### src/rtl/face_search_ctrl_pkg.sv
// Shared types for the face-search controller: FSM encoding, tag record, defaults.
// Latency: n/a (declarations only).
// Backpressure: n/a.
package face_search_ctrl_pkg;

  localparam int DEF_SAD_LATENCY = 4;
  localparam int COORD_W         = 10;
  localparam int CNT_W           = 2*COORD_W + 1;

  localparam logic [31:0] SAD_INIT = 32'hFFFF_FFFF;

  typedef enum logic [1:0] {
    ST_IDLE  = 2'd0,
    ST_RUN   = 2'd1,
    ST_DRAIN = 2'd2
  } state_t;

  // One tag per engine slot; valid=0 marks a bubble that must not be folded.
  typedef struct packed {
    logic               valid;
    logic [COORD_W-1:0] x;
    logic [COORD_W-1:0] y;
  } tag_t;

  localparam tag_t TAG_NONE = '{valid: 1'b0, x: '0, y: '0};

endpackage

### src/rtl/face_search_ctrl_if.sv
// Bundle between register file / window buffer / SAD engine and the search controller.
// Latency: n/a (wires only).
// Backpressure: win_ready gates issue; the SAD result side never stalls.
interface face_search_ctrl_if;
  import face_search_ctrl_pkg::*;

  logic               start;
  logic [COORD_W-1:0] x_max;
  logic [COORD_W-1:0] y_max;
  logic               win_ready;
  logic [31:0]        sad;

  logic               issue;
  logic [COORD_W-1:0] issue_x;
  logic [COORD_W-1:0] issue_y;
  logic               busy;
  logic               done;
  logic [31:0]        best_sad;
  logic [COORD_W-1:0] best_x;
  logic [COORD_W-1:0] best_y;
  logic [CNT_W-1:0]   cand_cnt;

  // Controller side.
  modport slave (
    input  start, x_max, y_max, win_ready, sad,
    output issue, issue_x, issue_y, busy, done, best_sad, best_x, best_y, cand_cnt
  );

  // Register file / buffer / engine side.
  modport master (
    output start, x_max, y_max, win_ready, sad,
    input  issue, issue_x, issue_y, busy, done, best_sad, best_x, best_y, cand_cnt
  );

endinterface

### src/rtl/face_search_ctrl_tag_pipe.sv
// sad_tag_pipe: DEPTH-stage tag shift register aligned to the SAD engine, plus any-valid flag.
// Latency: DEPTH cycles from push_tag to pop_tag.
// Backpressure: none; shifts every cycle, synchronous clear drops all in-flight tags.
module sad_tag_pipe
  import face_search_ctrl_pkg::*;
#(
  parameter int DEPTH = DEF_SAD_LATENCY
) (
  input  logic clk,
  input  logic clr,
  input  tag_t push_tag,
  output tag_t pop_tag,
  output logic any_vld
);

  tag_t stage_q [DEPTH];

  always_ff @(posedge clk) begin
    if (clr) begin
      for (int i = 0; i < DEPTH; i++) stage_q[i] <= TAG_NONE;
    end else begin
      stage_q[0] <= push_tag;
      for (int i = 1; i < DEPTH; i++) stage_q[i] <= stage_q[i-1];
    end
  end

  assign pop_tag = stage_q[DEPTH-1];

  // DRAIN may only finish once every slot, not just the output one, is empty.
  always_comb begin
    any_vld = 1'b0;
    for (int i = 0; i < DEPTH; i++) any_vld = any_vld | stage_q[i].valid;
  end

endmodule

### src/rtl/face_search_ctrl.sv
// Raster-scan sequencer for the SAD engine; tracks min SAD and its position.
// Latency: result of issue in cycle t folded at end of t+SAD_LATENCY; done at N+SAD_LATENCY+1.
// Backpressure: issue only when win_ready; engine results are never stalled.
// Ports: Bus2IP_Clk/Bus2IP_Resetn (sync active-low), bus = face_search_ctrl_if.slave.
module face_search_ctrl
  import face_search_ctrl_pkg::*;
#(
  parameter int SAD_LATENCY = DEF_SAD_LATENCY
) (
  input  logic                Bus2IP_Clk,
  input  logic                Bus2IP_Resetn,
  face_search_ctrl_if.slave   bus
);

  state_t             state_q, state_d;
  logic [COORD_W-1:0] x_max_q, y_max_q;
  logic [COORD_W-1:0] x_q, y_q;
  logic [COORD_W-1:0] best_x_q, best_y_q;
  logic [31:0]        best_sad_q;
  logic [CNT_W-1:0]   cand_cnt_q;

  logic issue, busy, done;
  logic start_ok, x_at_max, last_issue;
  logic any_vld;
  tag_t push_tag, pop_tag;

  assign start_ok   = (state_q == ST_IDLE) && bus.start;
  assign x_at_max   = (x_q == x_max_q);
  assign last_issue = issue && x_at_max && (y_q == y_max_q);
  assign push_tag   = '{valid: issue, x: x_q, y: y_q};

  // State register.
  always_ff @(posedge Bus2IP_Clk) begin
    if (!Bus2IP_Resetn) state_q <= ST_IDLE;
    else                state_q <= state_d;
  end

  // Next-state logic.
  always_comb begin
    state_d = state_q;
    case (state_q)
      ST_IDLE:  if (bus.start)  state_d = ST_RUN;
      ST_RUN:   if (last_issue) state_d = ST_DRAIN;
      ST_DRAIN: if (!any_vld)   state_d = ST_IDLE;
      default:                  state_d = ST_IDLE;
    endcase
  end

  // Outputs.
  always_comb begin
    issue = 1'b0;
    busy  = 1'b0;
    done  = 1'b0;
    case (state_q)
      ST_RUN: begin
        issue = bus.win_ready;
        busy  = 1'b1;
      end
      ST_DRAIN: begin
        busy = 1'b1;
        done = !any_vld;
      end
      default: ;
    endcase
  end

  // Position counters and min-fold. Reset wins over the fold so stale
  // engine outputs from an aborted scan are never accumulated.
  always_ff @(posedge Bus2IP_Clk) begin
    if (!Bus2IP_Resetn) begin
      x_max_q    <= '0;
      y_max_q    <= '0;
      x_q        <= '0;
      y_q        <= '0;
      best_sad_q <= SAD_INIT;
      best_x_q   <= '0;
      best_y_q   <= '0;
      cand_cnt_q <= '0;
    end else if (start_ok) begin
      x_max_q    <= bus.x_max;
      y_max_q    <= bus.y_max;
      x_q        <= '0;
      y_q        <= '0;
      best_sad_q <= SAD_INIT;
      best_x_q   <= '0;
      best_y_q   <= '0;
      cand_cnt_q <= '0;
    end else begin
      if (issue) begin
        if (x_at_max) begin
          x_q <= '0;
          y_q <= y_q + COORD_W'(1);
        end else begin
          x_q <= x_q + COORD_W'(1);
        end
      end
      if (pop_tag.valid) begin
        cand_cnt_q <= cand_cnt_q + CNT_W'(1);
        // Strict compare: on a tie the earlier raster position is kept.
        if (bus.sad < best_sad_q) begin
          best_sad_q <= bus.sad;
          best_x_q   <= pop_tag.x;
          best_y_q   <= pop_tag.y;
        end
      end
    end
  end

  sad_tag_pipe #(
    .DEPTH (SAD_LATENCY)
  ) u_tag_pipe (
    .clk      (Bus2IP_Clk),
    .clr      (~Bus2IP_Resetn),
    .push_tag (push_tag),
    .pop_tag  (pop_tag),
    .any_vld  (any_vld)
  );

  assign bus.issue    = issue;
  assign bus.issue_x  = x_q;
  assign bus.issue_y  = y_q;
  assign bus.busy     = busy;
  assign bus.done     = done;
  assign bus.best_sad = best_sad_q;
  assign bus.best_x   = best_x_q;
  assign bus.best_y   = best_y_q;
  assign bus.cand_cnt = cand_cnt_q;

endmodule

### src/flat_wrapper.sv
// flat-port wrapper written by rule: the top's interface ports become plain ports
module face_search_ctrl_flat import face_search_ctrl_pkg::*;
#(
  parameter int SAD_LATENCY = DEF_SAD_LATENCY
)
  (Bus2IP_Clk, Bus2IP_Resetn, bus_start, bus_x_max, bus_y_max, bus_win_ready, bus_sad, bus_issue, bus_issue_x, bus_issue_y, bus_busy, bus_done, bus_best_sad, bus_best_x, bus_best_y, bus_cand_cnt);
  face_search_ctrl_if bus_i ();
  input  logic Bus2IP_Clk;
  input  logic Bus2IP_Resetn;
  input wire logic [$bits(bus_i.start)-1:0] bus_start;
  input wire logic [$bits(bus_i.x_max)-1:0] bus_x_max;
  input wire logic [$bits(bus_i.y_max)-1:0] bus_y_max;
  input wire logic [$bits(bus_i.win_ready)-1:0] bus_win_ready;
  input wire logic [$bits(bus_i.sad)-1:0] bus_sad;
  output wire logic [$bits(bus_i.issue)-1:0] bus_issue;
  output wire logic [$bits(bus_i.issue_x)-1:0] bus_issue_x;
  output wire logic [$bits(bus_i.issue_y)-1:0] bus_issue_y;
  output wire logic [$bits(bus_i.busy)-1:0] bus_busy;
  output wire logic [$bits(bus_i.done)-1:0] bus_done;
  output wire logic [$bits(bus_i.best_sad)-1:0] bus_best_sad;
  output wire logic [$bits(bus_i.best_x)-1:0] bus_best_x;
  output wire logic [$bits(bus_i.best_y)-1:0] bus_best_y;
  output wire logic [$bits(bus_i.cand_cnt)-1:0] bus_cand_cnt;
  assign bus_i.start = bus_start;
  assign bus_i.x_max = bus_x_max;
  assign bus_i.y_max = bus_y_max;
  assign bus_i.win_ready = bus_win_ready;
  assign bus_i.sad = bus_sad;
  assign bus_issue = bus_i.issue;
  assign bus_issue_x = bus_i.issue_x;
  assign bus_issue_y = bus_i.issue_y;
  assign bus_busy = bus_i.busy;
  assign bus_done = bus_i.done;
  assign bus_best_sad = bus_i.best_sad;
  assign bus_best_x = bus_i.best_x;
  assign bus_best_y = bus_i.best_y;
  assign bus_cand_cnt = bus_i.cand_cnt;
  face_search_ctrl #(.SAD_LATENCY(SAD_LATENCY)) u_core (.Bus2IP_Clk(Bus2IP_Clk), .Bus2IP_Resetn(Bus2IP_Resetn), .bus(bus_i));
endmodule
### config.mk
export PLATFORM = sky130hd
export DESIGN_NAME = face_search_ctrl_flat
export DESIGN_NICKNAME = d
export VERILOG_FILES = /design/src/rtl/face_search_ctrl_pkg.sv /design/src/rtl/face_search_ctrl_if.sv /design/src/rtl/face_search_ctrl_tag_pipe.sv /design/src/rtl/face_search_ctrl.sv /design/src/flat_wrapper.sv
export SDC_FILE = /design/constraint.sdc
export NUM_CORES = 1
export LEC_CHECK = 0
export CORE_ASPECT_RATIO = 1.75
export CORE_MARGIN = 5
export CORE_UTILIZATION = 55
export DETAILED_ROUTE_END_ITERATION = 8
export PLACE_DENSITY = 0.95
export SYNTH_ARGS = -nofsm -noshare
export SYNTH_HDL_FRONTEND = slang
export SYNTH_SLANG_ARGS = --single-unit
### constraint.sdc
create_clock -name Bus2IP_Clk -period 5.3 [get_ports Bus2IP_Clk]
set_clock_uncertainty 0.1 [all_clocks]
set_input_delay 1.06 -clock Bus2IP_Clk [delete_from_list [all_inputs] [get_ports Bus2IP_Clk]]
set_output_delay 1.06 -clock Bus2IP_Clk [all_outputs]
set_load 0.02 [all_outputs]
-- Yosys cells after proc, flatten, opt, wreduce, memory -nomap -nowiden
Memories as Yosys holds them, arrays and structs flattened.
Index checks and enable logic that the tools add are counted.
- register bits: 115
- bits in writable memories: 84
- input bits: 56
- output and inout bits: 96
- logic and storage cells: 53
- memories kept: 1
- memory list (memory ; words ; width ; read ports ; clocked after memory_dff ; wr ports ; RTL line ; RTL):
    u_core.u_tag_pipe.stage_q ; 4 ; 21 ; 4 ; 0 ; 4 ; face_search_ctrl_tag_pipe.sv:16 ; tag_t stage_q [DEPTH];
- add/sub/neg operators: 3
- $lt $le $gt $ge: 1
- eq/ne operators: 7
- mux-type cells: 14
- bitwise operators: 8
- reductions and logical operators: 10
- operator list (operator ; number):
    two-way mux 21 bit ; 4
    less-than comparator 32 bit ; 1
    adder 21 x 1 -> 21 bit, second input constant ; 1
    adder 10 x 1 -> 10 bit, second input constant ; 2
    == test 10 bit ; 2
    two-way mux 10 bit ; 1
    bitwise OR 1 bit ; 7
    two-way mux 2 bit ; 3
    case mux 2 bit (3 select lines) ; 1
    two-way mux 1 bit ; 5
    != test 2 bit, second input constant ; 2
    AND reduction 2 bit ; 2
    OR reduction 2 bit ; 2
    logical AND 1 bit ; 3
    AND reduction 3 bit ; 1
    == test 2 x 1 -> 1 bit, second input constant ; 1
    == test 2 bit, second input constant ; 1
    logical NOT 2 bit ; 1
    != test 2 x 1 -> 1 bit, second input constant ; 1
    logical NOT 1 bit ; 1
    NOT 1 bit ; 1

-- Depth between registers and ports, before layout
Gate-level depths: netlist of run 1.
- depth in word-level cells: 6
- gate-level depth with buffers: 10
- gate-level depth less buffers: 9

-- Cells and area by module
A second synthesis of run 1 with hierarchy kept.
- cell total of the unflattened synthesis: 875
- area, all modules: 8050.2 µm²
- by module, submodules not included (module ; times used ; cells each ; area an instance (µm²) ; sequential area each (µm²)):
    face_search_ctrl ; 1 ; 676 ; 5615.4 ; 2302.2
    sad_tag_pipe ; 1 ; 199 ; 2434.8 ; 1681.6

-- Worst setup path after synthesis of run 1
OpenSTA, ideal clock, no wires.
- path kind: input -> register
- start point: in bus_sad[2]
- end point: reg u_core.best_sad_q[10] (netlist: u_core.bus.best_sad[10])
- setup time: 0.137 ns
- data arrival time: 2.631 ns
- data required time: 5.063 ns
- setup slack: 2.432 ns
- stages on the path: 8
- buffers on the path: 1
- path through: ha_1 a211o_1 a31oi_2 nor4_4 o31a_2 clkbuf_2 o21ai_0 nand3_1
- word-level cells in the longest chain between the ends: 2
- ends and longest elaborated chain (item ; RTL line ; RTL):
    start, declared ; flat_wrapper.sv:14 ; input wire logic [$bits(bus_i.sad)-1:0] bus_sad;
    less-than comparator 32 bit ; face_search_ctrl.sv:100 ; if (bus.sad < best_sad_q) begin
    AND reduction 2 bit (no source line) ; -- ;
    end signal, assigned ; face_search_ctrl.sv:101 ; best_sad_q <= bus.sad;
    end, declared ; face_search_ctrl.sv:19 ; logic [31:0] best_sad_q;
No other way between the ends.
A chain may end at the register's enable or synchronous reset.

-- Worst setup path in the final report of run 1
- start point: in bus_sad[11]
- end point: reg u_core.best_sad_q[9] (netlist: u_core.bus.best_sad[9])
The elaborated chain is that of the path after synthesis.

==> flow_metrics.py, run 1 <==
metrics = {
    "critical_path": {
        "crit_required_ns": 5.55,
        "startpoint_type": "input pin",
        "critical_path_class": "in -> reg",
        "crit_arrival_ns": 3.97,
        "cp_max_fo": 27,
        "end_kind": "flop",
    },
    "floorplanning": {
        "die_h_um": 169,
        "fp-row-count": 58,
        "io_pins": 152,
        "core_um2": 14200,
        "start_util_pct": 55.5,
        "die_area_um2": 16900,
        "die_w_um": 101,
    },
    "final_layout": {
        "fillCellCount": 1063,
        "area_growth_syn_to_layout_pct": 27.2,
        "register_area_um2": 3980,
        "nNetsFinal": 1076,
        "final_area_um2": 10000,
        "multi_input_area_um2": 3560,
        "final_core_util_pct": 70.6,
        "antennaDiodeCount": 0,
        "drive_above_1_share_pct": 4.83,
    },
    "logic_synthesis": {
        "yosysSeqAreaShare_pct": 50.5,
        "synth_cell_type_count": 43,
        "yosys.area.top_type": "dfxtp_1",
        "synth_cells": 855,
        "avgSynthCellArea_um2": 9.24,
        "synth.cell_area_um2": 7900,
        "yosys_register_bits": 199,
        "synth_nets": 950,
        "yosys_warnings": 0,
        "netlist.area_leader.share_pct": 50.5,
        "synth.area.top_cells": "dfxtp_1 (50%), and2_1 (7.2%), ha_1 (6.2%), nand3_1 (6.1%), o21ai_0 (3.5%)",
    },
    "pwr": {
        "switchingPower_uw": 837,
        "peakVddDrop_uv": 328,
        "internal-power_mw": 2.32,
        "share_seq_of_total_power_pct": 49.7,
        "switching_share_pct": 26.5,
        "p_clk_share_pct": 39.3,
        "combPwrFrac_pct": 11.0,
        "leakagePower_nw": 4.18,
        "total_power_mw": 3.15,
        "powerDensity_nw_per_um2": 314,
    },
    "global_route": {
        "antenna_found_initial": 0,
        "grt_pass1_wl_mm": 28.2,
        "grt_pass1_vias": 6227,
        "track_usage_pct": 20.2,
        "grt_max_degree": 75,
        "gr-total-overflow": 0,
    },
    "status": {
        "outcome": "finished clean",
    },
    "detailed_routing": {
        "via_count": 6240,
        "drt.antenna.violating_nets": 0,
        "first_iter_violations": 210,
        "wl_per_cell_um": 14.6,
        "viasPerCell": 5.32,
        "drc": 0,
        "drt_first_pass_iters": 5,
        "wirelength_mm": 17.2,
    },
    "sta": {
        "fin_setup_tns_ns": 0,
        "tightest_slew_ns": 0.982,
        "holdWs_ns": 0.328,
        "period_minus_slack_ns": 3.72,
        "max_freq_mhz": 269,
        "slew_violations": 0,
        "final-setup-viol-count": 0,
        "period_share_pct": 70.1,
        "grt_setup_unrepaired": "no",
        "final_hold_viol_count": 0,
        "slew_headroom_pct": 34.6,
    },
    "cts": {
        "ctsResizeCount": 0,
        "post_cts_buffers": 0,
        "cts_max_path_buffers": 2,
        "numCtsBuffers": 17,
        "tritoncts": "built",
        "holdBufCountCts": 0,
        "htree_num_levels": 4,
        "clock_latency_ns": 0.42,
        "clk_pin_slew_ns": 0.08,
        "root_buffer": "clkbuf_16",
        "clock_sinks": 199,
    },
    "place": {
        "dp_hpwl_mm": 12.2,
        "place_area_um2": 9470,
        "gp_congestion": 0.821,
        "port_buffers": 151,
    },
    "run": {
        "cap_violations": 0,
    },
    "min_path": {
        "hold_class": "reg -> reg",
    },
}
-- placed cells by master, fill, tap and decap left out, types with 2 or more instances in the layout --
cell type        netlist  routed
dfxtp_1              199     199
clkdlybuf4s50_1        0     150
nand3_1               96      96
and2_1                91      91
nand2_1               66      65
o21ai_0               56      56
nor2_1                41      41
ha_1                  39      39
inv_1                 37      37
xor2_1                32      32
a21oi_1               31      31
xnor2_1               23      23
a21boi_0              20      20
nand4_1               18      18
clkbuf_16              0      17
and3_1                11      11
inv_6                  0       7
buf_4                  0       6
inv_8                  0       5
nor3_1                 4       4
mux2i_1                4       4
a21o_1                 4       4
or3_1                  3       3
nand2b_1               3       3
and4_1                 3       3
o21ai_1                2       2
nor4_1                 2       2
o211ai_1               2       2
a211o_1                2       2
-- kinds of logic after synthesis --
logic type	Yosys count	synth area share, %
compound gates	127	9.71
xor+xnor	55	6.10
fa+ha+maj	39	6.18
buf+inv	88	4.47
flops	199	50.5
mux	4	0.507
simple gates	343	22.6
-- critical path, stage by stage --
cell and delay (ns):
clkdlybuf4s50_1 0.44, ha_1 0.33, and4_1 0.25, o211ai_1 0.12, a31oi_1 0.19, o31ai_4 0.89, buf_4 0.43, nand3_1 0.12
nand3_1 0.11
-- synth_stat cells --
cell type  number
dfxtp_1       199
nand3_1        96
and2_1         91
nand2_1        66
o21ai_0        56
nor2_1         41
ha_1           39
inv_1          37
clkbuf_1       32
xor2_1         32
a21oi_1        31
xnor2_1        23
a21boi_0       20
nand4_1        18
buf_2          15
and3_1         11
a21o_1          4
mux2i_1         4
nor3_1          4
and4_1          3
clkbuf_2        3
nand2b_1        3
or3_1           3
a211o_1         2
nor4_1          2
o211ai_1        2
o21ai_1         2
a221oi_1        1
a221oi_2        1
a31oi_1         1
a31oi_2         1
inv_2           1
nor2b_1         1
nor4_2          1
nor4_4          1
o2111ai_1       1
o211a_1         1
o21a_1          1
o221ai_1        1
o31a_2          1
o31ai_4         1
or2_2           1
or4_1           1
-- through the flow --
step	setup WS, ns	cells
finish	1.58	1174
floorplan	2.43	855
global placement	1.23	1142
CTS	1.59	1174
global route	1.39	1174
detailed placement	1.17	1142
-- sequential cells by signal (all words and copies together), names as in the netlist --
register,cells
u_core.bus.best_x,10
u_core.bus.best_sad,32
u_core.x_max_q,10
u_core.bus.issue_y,10
u_core.bus.cand_cnt,21
u_core.y_max_q,10
u_core.state_q,2
u_core.bus.best_y,10
u_core.bus.issue_x,10
u_core.u_tag_pipe.stage_q,84
-- final cells by class --
| class | count | share of cell area [%] |
|---|---|---|
| timing repair buffer | 157 | 15.5 |
| sequential | 199 | 39.7 |
| clock inverter | 15 | 1.50 |
| tap | 180 | 2.24 |
| clock buffer | 17 | 4.24 |
| inverter | 38 | 1.42 |
| multi-input combinational | 568 | 35.5 |
-- worst paths after layout --
path	to	slack (ns)	depth (start not counted)	start
worst max register to register	u_core.bus.best_sad[9]$_SDFFE_PP1P_	2.25	9	u_core.bus.best_sad[6]$_SDFFE_PP1P_
worst min-delay path	u_core.u_tag_pipe.stage_q[3][10]$_SDFF_PN0_	0.33	1	u_core.u_tag_pipe.stage_q[2][10]$_SDFF_PN0_
worst max-delay path	u_core.bus.best_sad[9]$_SDFFE_PP1P_	1.58	9	bus_sad[11]
worst min register to register	u_core.u_tag_pipe.stage_q[3][10]$_SDFF_PN0_	0.33	1	u_core.u_tag_pipe.stage_q[2][10]$_SDFF_PN0_
-- routing by layer --
metal / track usage (%) / vias up / routed length (um) / share of wire, %
met5: 0 / - / 0 / 0
met4: 5.57 / 0 / 185 / 1.1
li1: - / 3116 / - / -
met3: 4.33 / 13 / 891 / 5.2
met1: 21.1 / 2941 / 6580 / 38
met2: 39.5 / 170 / 9520 / 55
-- power groups by stage --
stage               clock (mW)  combinational (mW)  sequential, mW
floorplan                    0               0.224            1.60
global placement             0               0.337            1.60
detailed placement           0               0.349            1.60
CTS                       1.27               0.350            1.57
global route              1.33               0.384            1.57
finish                    1.24               0.347            1.57
No activity file was read; power rests on OpenSTA's default activity.
==> inputs of run 2 (changes only) <==
--- a/config.mk
+++ b/config.mk
@@ -7,9 +7,9 @@
 export LEC_CHECK = 0
 export CORE_ASPECT_RATIO = 1.75
 export CORE_MARGIN = 5
-export CORE_UTILIZATION = 55
+export CORE_UTILIZATION = 52
 export DETAILED_ROUTE_END_ITERATION = 8
-export PLACE_DENSITY = 0.95
+export PLACE_DENSITY = 0.92
 export SYNTH_ARGS = -nofsm -noshare
 export SYNTH_HDL_FRONTEND = slang
 export SYNTH_SLANG_ARGS = --single-unit
==> constraint.sdc (replaced) <==
create_clock -name Bus2IP_Clk -period 3.68 [get_ports Bus2IP_Clk]
set_clock_uncertainty 0.1 [all_clocks]
set_input_delay 0.736 -clock Bus2IP_Clk [delete_from_list [all_inputs] [get_ports Bus2IP_Clk]]
set_output_delay 0.736 -clock Bus2IP_Clk [all_outputs]
set_load 0.02 [all_outputs]
==> flow_metrics.py, run 2 (synthesized netlist as in run 1, its figures left out) <==
metrics = {
    "cts": {
        "clock_sinks": 199,
        "numCtsBuffers": 17,
        "post_cts_buffers": 0,
        "clk_pin_slew_ns": 0.07,
        "root_buffer": "clkbuf_16",
        "tritoncts": "built",
        "holdBufCountCts": 0,
        "ctsResizeCount": 0,
        "clock_latency_ns": 0.42,
        "cts_max_path_buffers": 2,
        "htree_num_levels": 4,
    },
    "global_route": {
        "antenna_found_initial": 0,
        "gr-total-overflow": 0,
        "track_usage_pct": 18.8,
        "grt_pass1_vias": 6098,
        "grt_max_degree": 83,
        "grt_pass1_wl_mm": 27.4,
    },
    "place": {
        "dp_hpwl_mm": 12.3,
        "gp_congestion": 0.837,
        "port_buffers": 151,
        "pre_cts_slack_ns": 0.381,
        "dp.cells": 1155,
    },
    "detailed_routing": {
        "via_count": 6268,
        "first_iter_violations": 199,
        "viasPerCell": 5.28,
        "wirelength_mm": 16.8,
        "drc": 0,
        "wl_per_cell_um": 14.1,
        "drt.antenna.violating_nets": 0,
        "drt_first_pass_iters": 5,
    },
    "final_layout": {
        "layout_commonest_cell": "dfxtp_1",
        "top_register": "u_core.u_tag_pipe.stage_q",
        "antennaDiodeCount": 0,
        "largest_reg_flops": 84,
        "area_growth_syn_to_layout_pct": 28.2,
        "layout_common_cells": "dfxtp_1 (199), clkdlybuf4s50_1 (150), nand3_1 (96)",
        "fillCellCount": 1136,
        "drive_above_1_share_pct": 5.78,
        "final_cells": 1187,
        "nNetsFinal": 1086,
        "final_core_util_pct": 67.9,
    },
    "critical_path": {
        "reg2reg_to": "u_core.bus.best_sad[14]$_SDFFE_PP1P_",
        "reg2reg_depth": 9,
        "cp_num_buf_inv": 1,
        "crit_arrival_ns": 2.23,
        "end_kind": "primary output",
        "critPathSlowestCell": "or4_1",
        "crit_required_ns": 2.84,
        "critical_path_class": "reg -> out",
        "critPathMaxStageDelay_ns": 0.62,
        "path_delay_family": "simple AND/OR/NAND/NOR gates",
        "crit_chain": "or4_1 > nor2_1 > clkdlybuf4s50_1",
        "rrSetupSlack_ns": 1.16,
        "reg2reg_from": "u_core.bus.best_sad[2]$_SDFFE_PP1P_",
        "cp_max_fo": 8,
        "startpoint_type": "flop",
    },
    "floorplanning": {
        "die_area_um2": 17800,
        "die_w_um": 103,
        "core_um2": 14900,
        "die_h_um": 173,
        "fp-row-count": 59,
        "start_util_pct": 53.0,
        "io_pins": 152,
    },
    "sta": {
        "max_freq_mhz": 326,
        "final-setup-viol-count": 0,
        "final_hold_viol_count": 0,
        "slew_violations": 0,
        "final.setup.worst_slack_ns": 0.610,
        "fin_setup_tns_ns": 0,
        "tightest_slew_ns": 0.646,
        "slew_headroom_pct": 56.9,
        "grt_setup_unrepaired": "no",
        "period_share_pct": 83.4,
        "period_minus_slack_ns": 3.07,
    },
    "pwr": {
        "leakagePower_nw": 4.23,
        "p_clk_share_pct": 39.4,
        "share_seq_of_total_power_pct": 49.5,
        "switchingPower_mw": 1.15,
        "switching_share_pct": 25.2,
        "combPwrFrac_pct": 11.1,
        "internal-power_mw": 3.40,
        "peakVddDrop_uv": 359,
        "powerDensity_nw_per_um2": 450,
    },
    "min_path": {
        "worstHoldEndpoint": "u_core.u_tag_pipe.stage_q[3][6]$_SDFF_PN0_",
        "whs_path_depth": 1,
        "hold_class": "reg -> reg",
        "worstHoldStart": "u_core.u_tag_pipe.stage_q[2][6]$_SDFF_PN0_",
    },
    "run": {
        "cap_violations": 0,
    },
    "status": {
        "outcome": "finished clean",
    },
}
[run 2: worst max path at each step]
stage	from	endpoint	slack (ns)	cells past startpoint
floorplan	bus_sad[2]	u_core.bus.best_sad[10]$_SDFFE_PP1P_	1.14	8
global placement	bus_sad[6]	u_core.bus.best_x[6]$_SDFFE_PP0P_	0.50	9
detailed placement	bus_sad[6]	u_core.bus.best_sad[14]$_SDFFE_PP1P_	0.38	9
CTS	u_core.u_tag_pipe.stage_q[3][20]$_SDFF_PN0_	bus_done	0.59	3
global route	u_core.u_tag_pipe.stage_q[3][20]$_SDFF_PN0_	bus_done	0.50	3
finish	u_core.u_tag_pipe.stage_q[3][20]$_SDFF_PN0_	bus_done	0.61	3
[run 2: through the flow]
step           hold WS, ns  total power [mW]  cell area (um2)
4_1_cts              0.333              4.59            10100
5_1_grt              0.340              4.74            10100
6_report             0.330              4.55            10100
3_3_place_gp         0.314              2.80             9540
3_5_place_dp         0.317              2.81             9540
2_1_floorplan        0.312              2.63             7900
[run 2: cell type report]
class / count / area (um2) / area share (%)
tap: 183 / 229 / 2.26
sequential: 199 / 3980 / 39.4
multi-input combinational: 568 / 3560 / 35.2
clock buffer: 18 / 439 / 4.34
timing repair buffer: 167 / 1630 / 16.1
clock inverter: 14 / 140 / 1.38
inverter: 38 / 143 / 1.41
[run 2: power groups by stage]
stage                     sequential (mW)  clock, mW  combinational (mW)
after floorplan                      2.31          0               0.323
after global placement               2.30          0               0.495
after detailed placement             2.30          0               0.509
after CTS                            2.25       1.83               0.510
after global routing                 2.26       1.92               0.561
final                                2.25       1.79               0.503
[run 2: metal layers]
metal	GRT usage (%)	share of wire, %
met4	7.56	2.3
met1	20.4	37
met5	0	0
met2	34.8	55
met3	3.43	5.4
